**src/rtl/fc_pkg.sv**
```systemverilog
// fc_pkg: shared types and defaults for the FC result capture path.
//   fc_sink_state_t  - result sink FSM states
//   FC_DATA_W        - result word width produced by fc_top_ip
//   FC_SINK_DEPTH    - default result FIFO depth
//   FC_SINK_TIMEOUT  - default COLLECT cycle budget
package fc_pkg;

    typedef enum logic [1:0] {
        IDLE,
        LAUNCH,
        COLLECT,
        DONE
    } fc_sink_state_t;

    localparam int FC_DATA_W       = 32;
    localparam int FC_SINK_DEPTH   = 16;
    localparam int FC_SINK_TIMEOUT = 4096;

endpackage

```
**src/rtl/fc_sink_fifo.sv**
```systemverilog
// fc_sink_fifo: synchronous-write, registered-read FIFO for result words.
// Ports:
//   clk, rst      - clock, asynchronous active-high reset
//   flush         - zero pointers and count (contents left as-is)
//   wr_en/wr_data - write request; dropped when full
//   rd_en         - pop request; ignored when empty
//   rd_data       - registered popped word, holds between pops
//   rd_valid      - one-cycle qualifier for rd_data
//   count         - stored words; count == DEPTH means full
//   full, empty   - occupancy flags
module fc_sink_fifo #(
    parameter int DATA_W = 32,
    parameter int DEPTH  = 16
) (
    input  logic                       clk,
    input  logic                       rst,
    input  logic                       flush,
    input  logic                       wr_en,
    input  logic [DATA_W-1:0]          wr_data,
    input  logic                       rd_en,
    output logic [DATA_W-1:0]          rd_data,
    output logic                       rd_valid,
    output logic [$clog2(DEPTH):0]     count,
    output logic                       full,
    output logic                       empty
);

    localparam int AW = $clog2(DEPTH);

    logic [DATA_W-1:0] mem [DEPTH];
    logic [AW-1:0]     wr_ptr;
    logic [AW-1:0]     rd_ptr;
    logic              wr_ok;
    logic              rd_ok;

    assign full  = (count == (AW+1)'(DEPTH));
    assign empty = (count == '0);
    assign wr_ok = wr_en && !full;
    assign rd_ok = rd_en && !empty;

    // Storage has no reset; its contents are meaningless until written.
    always_ff @(posedge clk) begin
        if (wr_ok)
            mem[wr_ptr] <= wr_data;
    end

    always_ff @(posedge clk or posedge rst) begin
        if (rst) begin
            wr_ptr <= '0;
            rd_ptr <= '0;
            count  <= '0;
        end else if (flush) begin
            wr_ptr <= '0;
            rd_ptr <= '0;
            count  <= '0;
        end else begin
            // Pointers are power-of-two wide, so they wrap on their own.
            if (wr_ok)
                wr_ptr <= wr_ptr + 1'b1;
            if (rd_ok)
                rd_ptr <= rd_ptr + 1'b1;
            count <= count + (AW+1)'(wr_ok) - (AW+1)'(rd_ok);
        end
    end

    always_ff @(posedge clk or posedge rst) begin
        if (rst) begin
            rd_data  <= '0;
            rd_valid <= 1'b0;
        end else begin
            rd_valid <= rd_ok;
            if (rd_ok)
                rd_data <= mem[rd_ptr];
        end
    end

endmodule

```
**src/rtl/fc_result_sink.sv**
```systemverilog
// fc_result_sink: launches one fc_top_ip run, captures its out_en-qualified
// result words into a FIFO, flags completion or timeout, then lets the host
// pop the words one per cycle.
// Ports:
//   clk_i, rst_i         - clock, asynchronous active-high reset
//   arm_i                - host pulse starting a run (IDLE/DONE only)
//   fc_start_o           - one-cycle start pulse to fc_top_ip
//   fc_done_i            - completion from fc_top_ip
//   in_data_i, in_en_i   - result word stream from fc_top_ip
//   done_o               - high while results are available (DONE)
//   timeout_o, ovf_o     - sticky run-status flags, cleared on launch
//   count_o              - words currently stored
//   rd_req_i             - host pop request (DONE only)
//   rd_data_o, rd_valid_o- registered popped word and its qualifier
module fc_result_sink
    import fc_pkg::*;
#(
    parameter int DATA_W  = FC_DATA_W,
    parameter int DEPTH   = FC_SINK_DEPTH,
    parameter int TIMEOUT = FC_SINK_TIMEOUT
) (
    input  logic                    clk_i,
    input  logic                    rst_i,
    input  logic                    arm_i,
    output logic                    fc_start_o,
    input  logic                    fc_done_i,
    input  logic [DATA_W-1:0]       in_data_i,
    input  logic                    in_en_i,
    output logic                    done_o,
    output logic                    timeout_o,
    output logic                    ovf_o,
    output logic [$clog2(DEPTH):0]  count_o,
    input  logic                    rd_req_i,
    output logic [DATA_W-1:0]       rd_data_o,
    output logic                    rd_valid_o
);

    // One spare bit so the timer never wraps before the compare hits.
    localparam int TW = $clog2(TIMEOUT) + 1;

    fc_sink_state_t state;
    fc_sink_state_t state_next;
    logic [TW-1:0]  timer;
    logic           launch_go;
    logic           capture;
    logic           timer_hit;
    logic           rd_en;
    logic           full;
    logic           empty;

    assign launch_go = arm_i && (state == IDLE || state == DONE);
    assign capture   = in_en_i && (state == LAUNCH || state == COLLECT);
    assign timer_hit = (state == COLLECT) && (timer == TW'(TIMEOUT - 1));
    assign rd_en     = rd_req_i && (state == DONE) && !empty;

    always_ff @(posedge clk_i or posedge rst_i) begin
        if (rst_i)
            state <= IDLE;
        else
            state <= state_next;
    end

    always_comb begin
        state_next = state;
        case (state)
            IDLE:    if (arm_i) state_next = LAUNCH;
            LAUNCH:  state_next = COLLECT;
            COLLECT: if (fc_done_i || timer_hit) state_next = DONE;
            DONE:    if (arm_i) state_next = LAUNCH;
            default: state_next = IDLE;
        endcase
    end

    always_ff @(posedge clk_i or posedge rst_i) begin
        if (rst_i) begin
            timer     <= '0;
            ovf_o     <= 1'b0;
            timeout_o <= 1'b0;
        end else if (launch_go) begin
            timer     <= '0;
            ovf_o     <= 1'b0;
            timeout_o <= 1'b0;
        end else begin
            if (state == COLLECT)
                timer <= timer + 1'b1;
            if (capture && full)
                ovf_o <= 1'b1;
            // A done arriving on the last budgeted cycle counts as a normal finish.
            if (timer_hit && !fc_done_i)
                timeout_o <= 1'b1;
        end
    end

    assign fc_start_o = (state == LAUNCH);
    assign done_o     = (state == DONE);

    // Flush coincides with the edge that enters LAUNCH, so the LAUNCH-cycle
    // capture always lands in an empty FIFO.
    fc_sink_fifo #(
        .DATA_W (DATA_W),
        .DEPTH  (DEPTH)
    ) u_fifo (
        .clk      (clk_i),
        .rst      (rst_i),
        .flush    (launch_go),
        .wr_en    (capture),
        .wr_data  (in_data_i),
        .rd_en    (rd_en),
        .rd_data  (rd_data_o),
        .rd_valid (rd_valid_o),
        .count    (count_o),
        .full     (full),
        .empty    (empty)
    );

endmodule

```
**config.mk**
```make
export PLATFORM = sky130hd
export DESIGN_NAME = fc_result_sink
export DESIGN_NICKNAME = d
export VERILOG_FILES = /design/src/rtl/fc_pkg.sv /design/src/rtl/fc_sink_fifo.sv /design/src/rtl/fc_result_sink.sv
export SDC_FILE = /design/constraint.sdc
export NUM_CORES = 1
export LEC_CHECK = 0
export ABC_CLOCK_PERIOD_IN_PS = 5440
export BUFFER_PORTS_ARGS = -buffer_cell sky130_fd_sc_hd__buf_2
export CAP_MARGIN = 0
export CORE_AREA = 3 3 210 212
export DETAILED_ROUTE_END_ITERATION = 12
export DIE_AREA = 0 0 213 215
export PLACE_DENSITY_LB_ADDON = 0.12
export SLEW_MARGIN = 10
export SYNTH_ARGS = -nofsm -noshare
export SYNTH_HDL_FRONTEND = slang
export SYNTH_SLANG_ARGS = --single-unit
export TNS_END_PERCENT = 20
```
**constraint.sdc**
```tcl
create_clock -name clk_i -period 5.44 [get_ports clk_i]
set_input_delay 0.544 -clock clk_i [delete_from_list [all_inputs] [get_ports clk_i]]
set_output_delay 0.544 -clock clk_i [all_outputs]
set_load 0.01 [all_outputs]
```
==> impl_results.md <==
* CTS max path bufs at 3
* Largest delay contributor family on the critical path: simple AND/OR/NAND/NOR gates
* Endpoint of the worst-slack reg-to-reg timing path: u_fifo.mem[9][30]$_DFFE_PP_
* Hold-critical path endpoint: ovf_o$_DFFE_PP0P_
* Clock tree from TritonCTS: built
* Port Buffer Count at 79
* Area share of and/or/nand/nor cells after synthesis at 2.83%
* Setup repair after global routing missed its margin: false
* Number of instances in the synthesized netlist at 1058
* Hold_ws at 0.208 ns
* Rel. slew slack at 26.5%
* Worst path setup slack after routing at between 2 and 2.5 ns
* Maximum capacitance violations at 0
* CP arrival at 3.23 ns
* Final setup vio count at 0
* Total via count after detailed routing at 10300
* Path type of the worst min-delay path: input pin to register
* Power Density at 442 nW/um^2
* Routability congestion estimate at 0.721
* Peak per-stage delay on the critical path at 0.95 ns
* Leftover overflow at the end of global routing at 0
* Final-report max-slew violation count at 0
* Cell Int Power at between 0.008 and 0.009 W
* Quantity of gates resized following cts at 0
* Ratio of cells with drive above 1 in the final layout at 30.4%
* Clk_skew at 0.0119 ns
* Setup Crit Path Kind: register to register
* 1st-pass router iterations at 5
* Final Power at 0.0111 W
* Summed instance area of the synthesized netlist at 22400 um^2
* Global-route usage over all layers at about a fifth
* Status: finished clean
* HPWL after detailed placement at roughly 23000 um
* Post-synthesis adder-cell area fraction at 0.985%
* Number of antenna repair diodes at 0
* Flip-flop and latch count after synthesis at 575
* Die extent in y at approximately 220 um
* CTS Sinks at between 500 and 600
* Cell with the biggest individual delay on the critical path: and2_2
* Worst min-delay path startpoint: arm_i
* Net count, final at 1212
* CP Cell Sequence: inv_1 > ha_1 > nor2b_1 > nand2_2 > nor3b_1 > and2_2
* CTS Hold Bufs at 0
* CTS H-tree depth at 2
* CP Max Fanout at 32
* Complex-gate fraction of the synthesized area at under 10%
* Path depth of the worst reg2reg path at 6
* Total number of yosys warnings at 0
* Sequential Power Share at 48.1%
* Cts bufs inserted at 56
* Vias in the first global route at 10900
* Iter 0 DRT Violations at between 700 and 800
* Maximum clock rate at 330 MHz
* Critical Path Sink Type: register
* Wire length of the first global-routing pass at 66900 um
* Fraction of the yosys area taken by sequential cells at 75.8%
* Mean Syn Cell Area at 21.1 um^2
* Sw frac at between 20% and 30%
* Core Box Area at 42100 um^2
* Number of antenna violations at the first check in global routing at 0
* Area growth, synth to finish at 12.6%
* Critical path launch point type: register
* Fraction of synthesis flops using an asynchronous set or reset pin at 11.0%
* Actual transition at the worst max-transition pin at 1.10 ns
* Combinational family with the most area after synthesis: multiplexers
* Proportion of synthesized area in mux cells at approximately 14%
* Sw Pwr at 0.00292 W
* Worst setup slack after placement at 2.41 ns
* Number of synthesized flops with an enable pin at 512
* Die area at 45800 um^2
* Die extent in x at approximately 210 um
* Post-detailed-routing wire length at 43200 um
* # IOs at 80
* Min Tclk post-route at 3.03 ns
* Most frequently used flop master after synthesis: edfxtp_1
* Worst-path clk slew at 0.06 ns
* Unique masters post-synth at 46
* Number of routed nets with antenna violations at 0
* Clock root buffer: clkbuf_16
* Reg-to-reg slack, setup at 2.41 ns
* CP required at around 5.6 ns
* Clock network fraction of total power at 34.5%
* DR vias/cell at approximately 6
* Start of the worst register-to-register path: state[0]$_DFFE_PP0P_
* Cell depth of the worst hold path at 2
* Worst IR Drop VDD at 0.300 mV
* Share of the cycle needed by the critical path after routing at between 50% and 60%
* Post-CTS setup buffers at 0
* XOR/XNOR Fraction of Synth Area at 0.666%
* Largest net degree at the start of global routing at 68
* Fin util at 59.8%
* Post-route DRC at 0
* Latest clock arrival within the worst-skew pair at 0.59 ns
* Post-Synthesis Net Count at 1113
* Comb power frac at ~17%
* Accumulated negative setup slack at 0 ns
* Row count at 75
* Initial core utilization at 53.1%
* Count of final hold-check violations at 0
* Average wire length per cell after detail routing at 24.8 um
* Leak at 8.15 nW
* Total buffers and inverters traversed by the critical path at 1
-- placed cells by master, fill, tap and decap left out, types with 17 or more instances in the layout --
cell type | synthesis | routed
dfrtp_1 | 63 | 60
edfxtp_1 | 512 | 512
inv_1 | 23 | 22
mux2i_1 | 34 | 34
clkbuf_16 | 0 | 56
nor2_1 | 58 | 54
o22ai_1 | 32 | 32
a221oi_2 | 29 | 29
mux4_2 | 127 | 127
buf_4 | 9 | 17
buf_2 | 19 | 79
-- final cells by class --
| type | instances | area (um^2) |
|---|---|---|
| sequential | 575 | 17000 |
| fill | 2977 | 17000 |
| multi-input combinational | 402 | 5050 |
| clock buffer | 64 | 1450 |
| tap | 539 | 674 |
| timing repair buffer | 98 | 563 |
| clock inverter | 40 | 384 |
| inverter | 24 | 92.6 |
-- worst register-to-register path: stages (launching register included) --
cell and delay, ns:
dfrtp_1 0.43, inv_1 0.06, ha_1 0.34, nor2b_1 0.22
nand2_2 0.20, nor3b_1 0.41, and2_2 0.95
-- layer usage --
layer | part of all wire [%] | vias to the layer above | track usage, %
li1 | - | 4557 | -
met1 | 45 | 5516 | 28.5
met2 | 49 | 212 | 31.3
met3 | 4.3 | 55 | 3.41
met4 | 1.5 | 0 | 3.95
met5 | 0 | - | 0
-- kinds of logic after synthesis --
logic type	Yosys count
DFF	575
muxes	162
and+or+nand+nor	126
buffers and inverters	81
AOI/OAI and AO/OA	80
xor gates and xnor gates	17
adders and majority gates	17
-- synthesized netlist by cell type, types with 4 or more instances --
cell	n	area, um^2
edfxtp_1	512	15400
mux4_2	127	2860
dfrtp_1	63	1580
nor2_1	58	218
mux2i_1	34	340
o22ai_1	32	200
a221oi_2	29	435
inv_1	23	86.3
buf_2	19	95.1
clkbuf_1	16	60.1
ha_1	16	200
xnor2_1	12	105
nand2_1	10	37.5
and2_1	9	56.3
buf_4	9	67.6
nand3_1	9	45.0
nor4_1	8	50.1
a21oi_1	7	35.0
buf_6	7	78.8
nor3_1	6	30.0
buf_1	5	18.8
nand2b_1	5	31.3
nor2b_1	5	31.3
xor2_1	5	43.8
nand4_1	4	25.0
nor3b_1	4	30.0
-- flip-flops by register name, indices dropped and copies added (netlist names) --
register / flops
timer: 13
u_fifo.rd_data: 32
timeout_o: 1
u_fifo.wr_ptr: 4
state: 2
u_fifo.mem: 512
ovf_o: 1
u_fifo.rd_ptr: 4
u_fifo.rd_valid: 1
u_fifo.count: 5
-- power groups by stage --
stage               Sequential, W  Clock, W  Combinational, W
global placement          0.00545         0           0.00193
global route              0.00540   0.00410           0.00212
finish                    0.00536   0.00384           0.00194
CTS                       0.00537   0.00392           0.00197
detailed placement        0.00545         0           0.00196
floorplan                 0.00543         0           0.00135
-- worst max-delay path by stage --
stage,startpoint,end,cells after the start
detailed placement,state[0]$_DFFE_PP0P_,u_fifo.mem[9][31]$_DFFE_PP_,6
floorplan,state[0]$_DFFE_PP0P_,u_fifo.mem[0][0]$_DFFE_PP_,5
CTS,state[0]$_DFFE_PP0P_,u_fifo.mem[9][30]$_DFFE_PP_,6
global route,state[0]$_DFFE_PP0P_,u_fifo.mem[9][30]$_DFFE_PP_,6
finish,state[0]$_DFFE_PP0P_,u_fifo.mem[9][30]$_DFFE_PP_,6
global placement,u_fifo.count[2]$_DFF_PP0_,u_fifo.rd_data[10]$_DFFE_PP0P_,8
-- metrics by stage --
step | std cells | instance area [um^2]
2_1_floorplan | 1058 | 22400
3_3_place_gp | 1638 | 23300
4_1_cts | 1742 | 25200
3_5_place_dp | 1638 | 23300
6_report | 1742 | 25200
5_1_grt | 1742 | 25200
No activity file was read; power rests on OpenSTA's default activity.
